==> config.mk <==
export PLATFORM = sky130hd
export DESIGN_NAME = ingress_rdreq_sched_flat
export DESIGN_NICKNAME = d
export VERILOG_FILES = /design/src/rtl/ingress_rdreq_sched_if.sv /design/src/rtl/ingress_rdreq_sched.sv /design/src/flat_wrapper.sv
export SDC_FILE = /design/constraint.sdc
export NUM_CORES = 1
export LEC_CHECK = 0
export CELL_PAD_IN_SITES_DETAIL_PLACEMENT = 1
export CELL_PAD_IN_SITES_GLOBAL_PLACEMENT = 2
export CORE_UTILIZATION = 37
export DETAILED_ROUTE_END_ITERATION = 10
export GPL_ROUTABILITY_DRIVEN = 0
export PLACE_DENSITY = 0.78
export SLEW_MARGIN = 5
export SYNTH_ARGS = -nofsm -noshare
export SYNTH_HDL_FRONTEND = slang
export SYNTH_SLANG_ARGS = --single-unit
==> constraint.sdc <==
create_clock -name clk -period 3.6 [get_ports clk]
set_input_delay 0.72 -clock clk [delete_from_list [all_inputs] [get_ports clk]]
set_output_delay 0.72 -clock clk [all_outputs]
set_load 0.005 [all_outputs]
==> src/rtl/ingress_rdreq_sched_if.sv <==
// Read-request scheduler bus bundle: parser strobe, register-read port to the
// action modules, completion stream and status.
// slave  : scheduler side
// master : environment side (parser, action modules, completion sink)
interface ingress_rdreq_sched_if #(
  parameter int META_W = 24
);
  logic              rd_req;
  logic [9:0]        rd_tdest;
  logic [META_W-1:0] rd_meta;
  logic              reg_rd_en;
  logic [9:0]        reg_rd_tdest;
  logic [31:0]       reg_rd_data;
  logic              reg_rd_vld;
  logic              cpl_valid;
  logic [31:0]       cpl_data;
  logic [META_W-1:0] cpl_meta;
  logic              cpl_err;
  logic              cpl_rdy;
  logic              ovf_err;
  logic              busy;

  modport slave (
    input  rd_req, rd_tdest, rd_meta, reg_rd_data, reg_rd_vld, cpl_rdy,
    output reg_rd_en, reg_rd_tdest, cpl_valid, cpl_data, cpl_meta, cpl_err,
           ovf_err, busy
  );

  modport master (
    output rd_req, rd_tdest, rd_meta, reg_rd_data, reg_rd_vld, cpl_rdy,
    input  reg_rd_en, reg_rd_tdest, cpl_valid, cpl_data, cpl_meta, cpl_err,
           ovf_err, busy
  );
endinterface

==> src/rtl/ingress_rdreq_sched.sv <==
// Ingress read-request scheduler: queues parsed read requests, issues them one
// at a time to the action-module register bus and returns completions in
// arrival order.
// Optional macro RDREQ_TIMEOUT_EN: adds a WAIT timeout that completes with
// data 32'hFFFF_FFFF and cpl_err=1 after TIMEOUT_CYC cycles.
//
// state | meaning
// IDLE  | nothing in flight, waiting for a queued request
// ISSUE | one-cycle reg_rd_en strobe for the held request
// WAIT  | waiting for reg_rd_vld (or timeout when enabled)
// CPL   | completion presented until cpl_rdy
module ingress_rdreq_sched #(
  parameter int FIFO_DEPTH  = 4,
  parameter int META_W      = 24,
  parameter int TIMEOUT_CYC = 255
) (
  input logic                  clk,
  input logic                  rst_n,
  ingress_rdreq_sched_if.slave rdq
);
  localparam int PTR_W = $clog2(FIFO_DEPTH);
  localparam int CNT_W = $clog2(FIFO_DEPTH) + 1;
  localparam int ENT_W = 10 + META_W;

  typedef enum logic [1:0] {S_IDLE, S_ISSUE, S_WAIT, S_CPL} state_t;

  state_t            state_q, state_d;
  logic [ENT_W-1:0]  mem_q [FIFO_DEPTH];
  logic [PTR_W-1:0]  wr_ptr_q, rd_ptr_q;
  logic [CNT_W-1:0]  count_q;
  logic              empty, full, push, pop;
  logic              cap_rd, cap_tmo, tmo_hit;
  logic              ovf_q;
  logic [9:0]        tdest_q;
  logic [META_W-1:0] meta_q;
  logic [31:0]       data_q;
  logic [ENT_W-1:0]  head;

  assign empty = (count_q == '0);
  assign full  = (count_q == CNT_W'(FIFO_DEPTH));
  assign head  = mem_q[rd_ptr_q];
  // A pop in the same cycle frees a slot, so a push against a full queue
  // still succeeds then.
  assign push  = rdq.rd_req && (!full || pop);

  // Queue storage, not reset: validity is tracked by count and pointers.
  always_ff @(posedge clk) begin
    if (push) mem_q[wr_ptr_q] <= {rdq.rd_tdest, rdq.rd_meta};
  end

  // Queue pointers, occupancy and overflow pulse.
  always_ff @(posedge clk) begin
    if (!rst_n) begin
      wr_ptr_q <= '0;
      rd_ptr_q <= '0;
      count_q  <= '0;
      ovf_q    <= 1'b0;
    end else begin
      if (push) wr_ptr_q <= wr_ptr_q + PTR_W'(1);
      if (pop)  rd_ptr_q <= rd_ptr_q + PTR_W'(1);
      case ({push, pop})
        2'b10:   count_q <= count_q + CNT_W'(1);
        2'b01:   count_q <= count_q - CNT_W'(1);
        default: count_q <= count_q;
      endcase
      ovf_q <= rdq.rd_req && full && !pop;
    end
  end

  // FSM state register.
  always_ff @(posedge clk) begin
    if (!rst_n) state_q <= S_IDLE;
    else        state_q <= state_d;
  end

  // Next-state logic and pop/capture strobes; read data wins over timeout.
  always_comb begin
    state_d = state_q;
    pop     = 1'b0;
    cap_rd  = 1'b0;
    cap_tmo = 1'b0;
    case (state_q)
      S_IDLE: begin
        if (!empty) begin
          pop     = 1'b1;
          state_d = S_ISSUE;
        end
      end
      S_ISSUE: state_d = S_WAIT;
      S_WAIT: begin
        if (rdq.reg_rd_vld) begin
          cap_rd  = 1'b1;
          state_d = S_CPL;
        end else if (tmo_hit) begin
          cap_tmo = 1'b1;
          state_d = S_CPL;
        end
      end
      S_CPL: begin
        if (rdq.cpl_rdy) begin
          if (!empty) begin
            pop     = 1'b1;
            state_d = S_ISSUE;
          end else begin
            state_d = S_IDLE;
          end
        end
      end
      default: state_d = S_IDLE;
    endcase
  end

  // Holding register for the request in flight and its completion data.
  always_ff @(posedge clk) begin
    if (!rst_n) begin
      tdest_q <= '0;
      meta_q  <= '0;
      data_q  <= '0;
    end else begin
      if (pop) begin
        tdest_q <= head[ENT_W-1 -: 10];
        meta_q  <= head[META_W-1:0];
      end
      if (cap_rd)       data_q <= rdq.reg_rd_data;
      else if (cap_tmo) data_q <= 32'hFFFF_FFFF;
    end
  end

`ifdef RDREQ_TIMEOUT_EN
  localparam int TMO_W = $clog2(TIMEOUT_CYC + 1);

  logic [TMO_W-1:0] tmo_q;
  logic             err_q;

  // The counter includes the ISSUE cycle, so it reaches TIMEOUT_CYC on the
  // edge that moves WAIT to CPL, TIMEOUT_CYC cycles after the strobe.
  assign tmo_hit = (state_q == S_WAIT) && (tmo_q == TMO_W'(TIMEOUT_CYC - 1));

  // Timeout counter: cleared when a request is popped, counts ISSUE and WAIT.
  always_ff @(posedge clk) begin
    if (!rst_n) begin
      tmo_q <= '0;
    end else if (pop) begin
      tmo_q <= '0;
    end else if (state_q == S_ISSUE || state_q == S_WAIT) begin
      tmo_q <= tmo_q + TMO_W'(1);
    end
  end

  // Error flag follows whichever event closed the WAIT.
  always_ff @(posedge clk) begin
    if (!rst_n)       err_q <= 1'b0;
    else if (cap_rd)  err_q <= 1'b0;
    else if (cap_tmo) err_q <= 1'b1;
  end

  assign rdq.cpl_err = err_q;
`else
  assign tmo_hit     = 1'b0;
  assign rdq.cpl_err = 1'b0;
`endif

  assign rdq.reg_rd_en    = (state_q == S_ISSUE);
  assign rdq.reg_rd_tdest = tdest_q;
  assign rdq.cpl_valid    = (state_q == S_CPL);
  assign rdq.cpl_data     = data_q;
  assign rdq.cpl_meta     = meta_q;
  assign rdq.ovf_err      = ovf_q;
  assign rdq.busy         = !empty || (state_q != S_IDLE);
endmodule

==> src/flat_wrapper.sv <==
// flat-port wrapper written by rule: the top's interface ports become plain ports
module ingress_rdreq_sched_flat 
#(
  parameter int FIFO_DEPTH  = 4,
  parameter int META_W      = 24,
  parameter int TIMEOUT_CYC = 255
)
  (clk, rst_n, rdq_rd_req, rdq_rd_tdest, rdq_rd_meta, rdq_reg_rd_data, rdq_reg_rd_vld, rdq_cpl_rdy, rdq_reg_rd_en, rdq_reg_rd_tdest, rdq_cpl_valid, rdq_cpl_data, rdq_cpl_meta, rdq_cpl_err, rdq_ovf_err, rdq_busy);
  ingress_rdreq_sched_if #(.META_W(META_W)) rdq_i ();
  input logic clk;
  input logic rst_n;
  input wire logic [$bits(rdq_i.rd_req)-1:0] rdq_rd_req;
  input wire logic [$bits(rdq_i.rd_tdest)-1:0] rdq_rd_tdest;
  input wire logic [$bits(rdq_i.rd_meta)-1:0] rdq_rd_meta;
  input wire logic [$bits(rdq_i.reg_rd_data)-1:0] rdq_reg_rd_data;
  input wire logic [$bits(rdq_i.reg_rd_vld)-1:0] rdq_reg_rd_vld;
  input wire logic [$bits(rdq_i.cpl_rdy)-1:0] rdq_cpl_rdy;
  output wire logic [$bits(rdq_i.reg_rd_en)-1:0] rdq_reg_rd_en;
  output wire logic [$bits(rdq_i.reg_rd_tdest)-1:0] rdq_reg_rd_tdest;
  output wire logic [$bits(rdq_i.cpl_valid)-1:0] rdq_cpl_valid;
  output wire logic [$bits(rdq_i.cpl_data)-1:0] rdq_cpl_data;
  output wire logic [$bits(rdq_i.cpl_meta)-1:0] rdq_cpl_meta;
  output wire logic [$bits(rdq_i.cpl_err)-1:0] rdq_cpl_err;
  output wire logic [$bits(rdq_i.ovf_err)-1:0] rdq_ovf_err;
  output wire logic [$bits(rdq_i.busy)-1:0] rdq_busy;
  assign rdq_i.rd_req = rdq_rd_req;
  assign rdq_i.rd_tdest = rdq_rd_tdest;
  assign rdq_i.rd_meta = rdq_rd_meta;
  assign rdq_i.reg_rd_data = rdq_reg_rd_data;
  assign rdq_i.reg_rd_vld = rdq_reg_rd_vld;
  assign rdq_i.cpl_rdy = rdq_cpl_rdy;
  assign rdq_reg_rd_en = rdq_i.reg_rd_en;
  assign rdq_reg_rd_tdest = rdq_i.reg_rd_tdest;
  assign rdq_cpl_valid = rdq_i.cpl_valid;
  assign rdq_cpl_data = rdq_i.cpl_data;
  assign rdq_cpl_meta = rdq_i.cpl_meta;
  assign rdq_cpl_err = rdq_i.cpl_err;
  assign rdq_ovf_err = rdq_i.ovf_err;
  assign rdq_busy = rdq_i.busy;
  ingress_rdreq_sched #(.FIFO_DEPTH(FIFO_DEPTH), .META_W(META_W), .TIMEOUT_CYC(TIMEOUT_CYC)) u_core (.clk(clk), .rst_n(rst_n), .rdq(rdq_i));
endmodule
# Yosys cells after proc, flatten, opt, wreduce, memory -nomap -nowiden
# Memories as Yosys holds them, arrays and structs flattened. A register that Yosys moved wholly into a read port is not among the register bits.
# Cells that the tools add are included.
[word_totals] wordCells=48 ram_bits=136 in_bits=71 ff_bits=42 out_inout_bits=71 mem_count=1
[mem_list] memory="u_core.mem_q" words=4 word_bits=34 rd=1 rd_ports_with_merged_regs=1 wr=1 line="ingress_rdreq_sched.sv:28" text="logic [ENT_W-1:0] mem_q [FIFO_DEPTH];"
[classes] muxes=14 n_addsub=4 n_reduce_logical=14 eq_ne=9
[op_table] op="32-bit 2-to-1 mux" n=1
[op_table] op="2-bit one-hot mux with 4 select lines" n=1
[op_table] op="1-bit 2-to-1 mux" n=7
[op_table] op="2-bit equality test (second input constant)" n=3
[op_table] op="2-bit 2-to-1 mux" n=3
[op_table] op="2-bit != test (second input constant)" n=3
[op_table] op="3-bit one-hot mux with 2 select lines" n=1
[op_table] op="2-bit by 1-bit adder with 2-bit output (second input constant)" n=2
[op_table] op="2-bit by 1-bit equality test with 1-bit output (second input constant)" n=2
[op_table] op="1-bit zero test" n=4
[op_table] op="2-bit nonzero test" n=2
[op_table] op="3-bit by 1-bit adder with 3-bit output (second input constant)" n=1
[op_table] op="3-bit equality test (second input constant)" n=1
[op_table] op="1-bit logical AND" n=3
[op_table] op="3-bit zero test" n=1
[op_table] op="3-bit AND reduction" n=1
[op_table] op="3-bit by 1-bit subtractor with 3-bit output (second input constant)" n=1
[op_table] op="2-bit zero test" n=1
[op_table] op="1-bit logical OR" n=2
[op_table] op="1-bit one-hot mux with 2 select lines" n=1

# Depth between registers and ports, before layout
# Gate-level depths: netlist of run 1.
[depth] word_depth=8 ltp_mapped=10 ltp_nobuf=10

# Least setup slack after synthesis of run 1
# Ideal clock, no wire load.
[synth_path] path_kind="reg-to-reg" startpoint="reg u_core.state_q[0]" endpoint="mem u_core.mem_q[0][0] in the netlist's numbering, enable pin" slack_ns=1.052 n_path_buf=0 required_time_ns=3.206 period_less_slack_ns=2.548 arrival_ns=2.154 setup_ns=0.394 stages_incl_launch_ff=6 cell_sequence="dfxtp_1 > inv_1 > ha_1 > nand2b_1 > o211ai_2 > and2_1"
[synth_via] elab_chain_cells=6 word_cells_on_any_way=7 classes_between="eq/ne: 1; mux: 3; reduce/logical: 3"
[synth_rtl] item="from (decl)" line="ingress_rdreq_sched.sv:27" text="state_t state_q, state_d;"
[synth_rtl] item="from (signal assigned)" line="ingress_rdreq_sched.sv:73" text="else state_q <= state_d;"
[synth_rtl] item="2-bit equality test / 2-bit zero test (equally long branches)" line="ingress_rdreq_sched.sv:82" text="case (state_q)"
[synth_rtl] item="1-bit one-hot mux with 2 select lines *" line="ingress_rdreq_sched.sv:82"
[synth_rtl] item="1-bit logical OR *" line="ingress_rdreq_sched.sv:44" text="assign push = rdq.rd_req && (!full || pop);"
[synth_rtl] item="1-bit logical AND *" line="ingress_rdreq_sched.sv:44"
[synth_rtl] item="1-bit 2-to-1 mux *" line="ingress_rdreq_sched.sv:48" text="if (push) mem_q[wr_ptr_q] <= {rdq.rd_tdest, rdq.rd_meta};"
[synth_rtl] item="1-bit 2-to-1 mux (implied by the code) *" line="ingress_rdreq_sched.sv:48"
[synth_rtl] item="to (decl)" line="ingress_rdreq_sched.sv:28"
# Mark *: on every way between the ends. The rest lies on a longest branch, timed or not.

# Worst setup path after layout of run 1
[layout_path] startpoint="reg u_core.state_q[0]" endpoint="out rdq_busy"
[layout_via] elab_chain_cells=2
[layout_rtl] item="2-bit nonzero test" line="ingress_rdreq_sched.sv:169" text="assign rdq.busy = !empty || (state_q != S_IDLE);"
[layout_rtl] item="1-bit logical OR" line="ingress_rdreq_sched.sv:169"
[layout_rtl] item="to (decl)" line="flat_wrapper.sv:25" text="output wire logic [$bits(rdq_i.busy)-1:0] rdq_busy;"
# Every way passes these cells.

==> flow_metrics.env, run 1 <==
export IMPL_firstDrtPassIters=5
export IMPL_initial_core_util=0.381
export IMPL_fin_crit_ns=2.57
export IMPL_std_cell_rows=53
export IMPL_synthToLayoutAreaGrowth_pct=29.4
export IMPL_numPortBuffers=140
export IMPL_antennaDiodeCount=0
export IMPL_htree_levels=1
export IMPL_synth_top_area_cell="edfxtp_1"
export IMPL_syn_avg_cell_area_sq_um=14.6
export IMPL_slew_headroom=0.303
export IMPL_drt_wl_total_um=18400
export IMPL_synthXorXnorAreaFrac=0.00324
export IMPL_power_share_clock=0.273
export IMPL_fmax_mhz=389
export IMPL_placed_cell_area_sq_um=9780
export IMPL_avgViaCountPerCell=4.95
export IMPL_die_y_um=150
export IMPL_cts_tree="yes"
export IMPL_antenna_found_initial=0
export IMPL_fin_setup_tns_ns=0
export IMPL_grt_pass1_wl_um=28400
export IMPL_reg2reg_depth=6
export IMPL_status="finished, final reports clean"
export IMPL_layout_drive_gt1_share=0.121
export IMPL_finalClockSkew_ns=0.00818
export IMPL_synth_top_family_by_area="multiplexers"
export IMPL_p_int_mw=5.81
export IMPL_period_share=0.713
export IMPL_holdCritStartpoint="u_core.rdq.cpl_meta[15]"
export IMPL_die_x_um=150
export IMPL_required_ns=2.88
export IMPL_route_vias_total=4921
export IMPL_final_cell_area_sq_um=10500
export IMPL_irDropWorstVdd_v=0.000396
export IMPL_rsz0062_at_grt="no"
export IMPL_post_place_cells=953
export IMPL_synthDistinctLibCells=42
export IMPL_cp_start_kind="flop"
export IMPL_io_pins=142
export IMPL_synth_edf_count=136
export IMPL_slew_violations=0
export IMPL_tightest_slew_ns=1.04
export IMPL_wl_per_cell_um=18.5
export IMPL_grt_start_max_net_pins=47
export IMPL_switching_share=0.299
export IMPL_synthSimpleGateAreaFrac=0.0881
export IMPL_postLayoutSetupSlackWorst_ns=1.03
export IMPL_r2r_start="u_core.state_q[0]"
export IMPL_p_total_mw=8.28
export IMPL_hold_depth=2
export IMPL_synth_mux_area_frac=0.0992
export IMPL_cts_setup_buffers=0
export IMPL_hold_viol=0
export IMPL_design_die_area_sq_um=22500
export IMPL_rrSetupSlack_ns=1.05
export IMPL_instances_no_fill=995
export IMPL_hold_slack_ns=0.454
export IMPL_clk_path_buf_depth=3
export IMPL_rr_endpoint="u_core.mem_q[1][4]"
export IMPL_fin_util=0.494
export IMPL_ys_seq_area_frac=0.690
export IMPL_syn_nets=639
export IMPL_netlist_top_cells_count="nand2_1 (142), edfxtp_1 (136), dfxtp_1 (76), a21boi_1 (34), mux4_2 (34)"
export IMPL_clk_transition_reported_paths_ns=0.06
export IMPL_grt_pass1_vias=5330
export IMPL_cts_sinks=212
export IMPL_path_class="reg -> out"
export IMPL_cp_arrival_ns=1.85
export IMPL_drv_cap=0
export IMPL_setup_worst_path_start="u_core.state_q[0]"
export IMPL_netlist_area_leader_share=0.503
export IMPL_ys_ff_latch=212
export IMPL_synthFlopType="edfxtp_1"
export IMPL_worstSetupEndpointType="output pin"
export IMPL_post_cts_resized=0
export IMPL_switchingPower_mw=2.47
export IMPL_async_reset_ff_frac=0
export IMPL_antenna_left=0
export IMPL_post_place_ws_ns=0.600
export IMPL_clkLatencyLatePin_ns=0.51
export IMPL_powerDensity_nw_per_um2=788
export IMPL_hold_class="reg -> reg"
export IMPL_syn_inst=558
export IMPL_syn_cell_area_sq_um=8120
export IMPL_yosysMostFrequentCell="nand2_1"
export IMPL_drc_errors=0
export IMPL_overflow=0
export IMPL_setup_viol=0
export IMPL_nets=784
export IMPL_cts_hold_buf=0
export IMPL_hold_end="u_core.rdq.cpl_meta[15]"
export IMPL_track_usage=0.164
export IMPL_ys_top_cells_by_area="edfxtp_1 (50%), dfxtp_1 (19%), mux4_2 (9.4%)"
export IMPL_coreArea_sq_um=21300
export IMPL_p_seq_frac=0.439
export IMPL_comb_power_share=0.288
export IMPL_synth_compound_area_frac=0.0777
export IMPL_leakagePower_nw=3.48
export IMPL_cts_buffers=23
export IMPL_synth_warnings=0
export IMPL_crit_fanout=5
export IMPL_place_hpwl_um=11900
export IMPL_synthAdderAreaFrac=0.0163
export IMPL_clockRootBuffer="clkbuf_16"
export IMPL_drt_iter0_drc=243
[worst max-delay path, cell delays in order (launching register included)]
cell and delay [ns]:
dfxtp_1 0.38, inv_1 0.12, ha_1 0.27, nand2_1 0.07, clkdlybuf4s50_1 0.49
[cells in the final DEF, fill, tap and decap left out, types with 2 or more instances in the layout]
cell type / count
a21boi_0: 32
a21boi_1: 34
a21oi_1: 3
and2_1: 4
and2_2: 4
buf_4: 11
bufinv_16: 2
clkbuf_1: 7
clkbuf_16: 23
clkdlybuf4s50_1: 139
clkinv_1: 6
clkinv_2: 2
dfxtp_1: 74
dfxtp_2: 2
edfxtp_1: 136
ha_1: 9
inv_1: 9
mux2i_1: 4
mux4_2: 34
nand2_1: 142
nand2b_1: 5
nor2_1: 6
nor2b_1: 3
nor3_1: 2
o311a_1: 2
xnor2_1: 2
[flip-flops by register name, indices dropped and copies added (netlist names)]
register / cells
u_core.rdq.ovf_err: 1
u_core.count_q: 3
u_core.mem_q: 136
u_core.wr_ptr_q: 2
u_core.rdq.cpl_meta: 24
u_core.rdq.cpl_data: 32
u_core.rd_ptr_q: 2
u_core.rdq.reg_rd_tdest: 10
u_core.state_q: 2
[metal layers]
| metal | share of wire | wire length, um | global-route usage |
|---|---|---|---|
| met1 | 0.45 | 8240 | 0.211 |
| met2 | 0.48 | 8840 | 0.283 |
| met3 | 0.048 | 879 | 0.0303 |
| met4 | 0.024 | 438 | 0.0470 |
| met5 | 0 | 0 | 0 |
[final cells by class]
| class | instances | area [sq um] |
|---|---|---|
| Timing Repair Buffer | 151 | 1480 |
| Tap cell | 275 | 344 |
| Fill cell | 2132 | 10800 |
| Sequential cell | 212 | 5610 |
| Inverter | 9 | 33.8 |
| Multi-Input combinational cell | 306 | 2320 |
| Clock inverter | 12 | 121 |
| Clock buffer | 30 | 602 |
[how the worst max path moves through the flow]
stage / cells past startpoint / slack (ns) / endpoint
3_5_place_dp: 5 / 0.60 / u_core.mem_q[1][26]
5_1_grt: 6 / 0.90 / u_core.mem_q[1][26]
6_report: 4 / 1.03 / rdq_busy
2_1_floorplan: 5 / 1.05 / u_core.mem_q[0][0]
4_1_cts: 4 / 1.0 / rdq_busy
3_3_place_gp: 5 / 0.70 / u_core.mem_q[1][26]
[power by group through the flow]
| stage | registers (mW) | clock network (mW) | logic, mW |
|---|---|---|---|
| after global routing | 3.70 | 2.41 | 2.62 |
| after floorplan | 3.61 | 0 | 1.43 |
| after CTS | 3.65 | 2.33 | 2.44 |
| after global placement | 3.63 | 0 | 2.35 |
| after detailed placement | 3.69 | 0 | 2.42 |
| final | 3.63 | 2.26 | 2.38 |
[cell families (layout without fill, tap and decap cells)]
| logic type | after synthesis | in the layout |
|---|---|---|
| fa+ha+maj | 10 | 10 |
| buf+inv | 40 | 202 |
| flops | 212 | 212 |
| mux | 38 | 38 |
| xor+xnor | 3 | 3 |
| simple gates | 171 | 171 |
| other cells | 1 | 1 |
| compound gates | 83 | 83 |
Power figures use the tool's default switching activity.
==> run 2: changes to the inputs <==
==> constraint.sdc (replaced) <==
create_clock -name clk -period 2.6 [get_ports clk]
set_input_delay 0.52 -clock clk [delete_from_list [all_inputs] [get_ports clk]]
set_output_delay 0.52 -clock clk [all_outputs]
set_load 0.005 [all_outputs]
==> run 2 against run 1 <==
Against the previous run: via count grew 0.96%; worst setup slack lost 0.77 ns; sequential power grew 39%; global-route usage grew 0.59 points; wire length grew 1.8%; critical path type is now reg -> reg; largest cell class unchanged.
==> flow_metrics.env, run 2 (synthesized netlist as in run 1, its figures left out) <==
export IMPL_status="finished, final reports clean"
export IMPL_fin_setup_tns_ns=0
export IMPL_drt_wl_total_um=18700
export IMPL_worstSetupEndpointType="flop"
export IMPL_cts_sinks=212
export IMPL_route_vias_total=4968
export IMPL_fill_cells=2066
export IMPL_cts_tree="yes"
export IMPL_hold_class="reg -> reg"
export IMPL_reg2reg_depth=9
export IMPL_drc_errors=0
export IMPL_period_share=0.899
export IMPL_finalClockSkew_ns=0.0174
export IMPL_nets=791
export IMPL_clockRootBuffer="clkbuf_16"
export IMPL_post_cts_resized=0
export IMPL_layout_drive_gt1_share=0.140
export IMPL_cp_arrival_ns=2.72
export IMPL_required_ns=2.99
export IMPL_cts_buffers=23
export IMPL_antenna_found_initial=0
export IMPL_irDropWorstVdd_v=0.000562
export IMPL_fmax_mhz=428
export IMPL_fin_crit_ns=2.34
export IMPL_drv_cap=0
export IMPL_rsz0062_at_grt="no"
export IMPL_powerDensity_nw_per_um2=1110
export IMPL_path_class="reg -> reg"
export IMPL_largest_reg_flops=136
export IMPL_io_pins=142
export IMPL_htree_levels=1
export IMPL_firstDrtPassIters=4
export IMPL_synthToLayoutAreaGrowth_pct=32.4
export IMPL_hold_viol=0
export IMPL_place_hpwl_um=12700
export IMPL_std_cell_rows=53
export IMPL_cts_hold_buf=0
export IMPL_seq_area_sq_um=5610
export IMPL_cp_start_kind="flop"
export IMPL_hold_depth=2
export IMPL_final_cell_mix="nand2_1 (142), clkdlybuf4s50_1 (139), edfxtp_1 (136)"
export IMPL_clk_transition_reported_paths_ns=0.06
export IMPL_die_y_um=150
export IMPL_wl_per_cell_um=18.7
export IMPL_p_total_mw=11.9
export IMPL_avgViaCountPerCell=4.96
export IMPL_cts_setup_buffers=0
export IMPL_postLayoutSetupSlackWorst_ns=0.263
export IMPL_numPortBuffers=140
export IMPL_grt_pass1_vias=5357
export IMPL_leakagePower_nw=3.56
export IMPL_clkLatencyLatePin_ns=0.51
export IMPL_overflow=0
export IMPL_antenna_left=0
export IMPL_grt_start_max_net_pins=42
export IMPL_clk_path_buf_depth=3
export IMPL_slew_headroom=0.507
export IMPL_track_usage=0.170
export IMPL_drt_iter0_drc=204
export IMPL_top_register="u_core.mem_q"
export IMPL_slew_violations=0
export IMPL_crit_fanout=7
export IMPL_tightest_slew_ns=0.740
export IMPL_antennaDiodeCount=0
export IMPL_grt_pass1_wl_um=29500
export IMPL_multiInputGateArea_sq_um=2320
export IMPL_die_x_um=150
export IMPL_coreArea_sq_um=21300
export IMPL_initial_core_util=0.381
export IMPL_mostFrequentLayoutCell="nand2_1"
export IMPL_design_die_area_sq_um=22500
export IMPL_post_place_ws_ns=0.0333
export IMPL_setup_viol=0
run 2: layer usage:
layer  vias up  routed length [um]  GRT usage
met4         0                 331     0.0389
met2       143                9090      0.291
met1      2479                8340      0.224
met5         -                   0          0
met3        26                 971     0.0318
li1       2320                   -          -
run 2: power breakdown:
| part | leakage, nW | internal (mW) | switching (mW) | total (mW) |
|---|---|---|---|---|
| Sequential | 1.88 | 4.63 | 0.407 | 5.04 |
| Combinational | 1.32 | 1.75 | 1.78 | 3.52 |
| Clock | 0.365 | 2.01 | 1.31 | 3.32 |
run 2: worst paths after layout:
| kind | startpoint | endpoint | slack [ns] |
|---|---|---|---|
| setup / recovery | u_core.state_q[0] | u_core.count_q[2] | 0.26 |
| hold / removal | u_core.rdq.cpl_meta[17] | u_core.rdq.cpl_meta[17] | 0.45 |
| setup reg to reg | u_core.state_q[0] | u_core.count_q[2] | 0.26 |
| hold reg to reg | u_core.rdq.cpl_meta[17] | u_core.rdq.cpl_meta[17] | 0.45 |
run 2: area by class of cell:
type                    instances  share of cell area
clock buffers                  28              0.0581
clock inverters                14              0.0149
inverters                       9             0.00314
multi-input cells             306               0.216
flip-flops and latches        212               0.522
well taps                     275              0.0320
repair buffers                158               0.154
run 2: stage by stage:
stage	utilization	hold slack (ns)	cells	cell area, sq um
3_3_place_gp	0.468	0.440	960	9960
6_report	0.505	0.454	1002	10700
5_1_grt	0.505	0.475	1002	10700
2_1_floorplan	-	0.451	558	8120
4_1_cts	0.505	0.459	1002	10700
3_5_place_dp	0.468	0.450	960	9960
run 2: worst max-delay path: stages, from the launching register on:
cell	delay [ns]
dfxtp_1	0.38
inv_1	0.13
ha_2	0.37
nor3_4	0.21
nand2b_1	0.09
fa_1	0.41
nor2b_1	0.14
o21ai_1	0.10
o311a_1	0.14
o31a_1	0.27
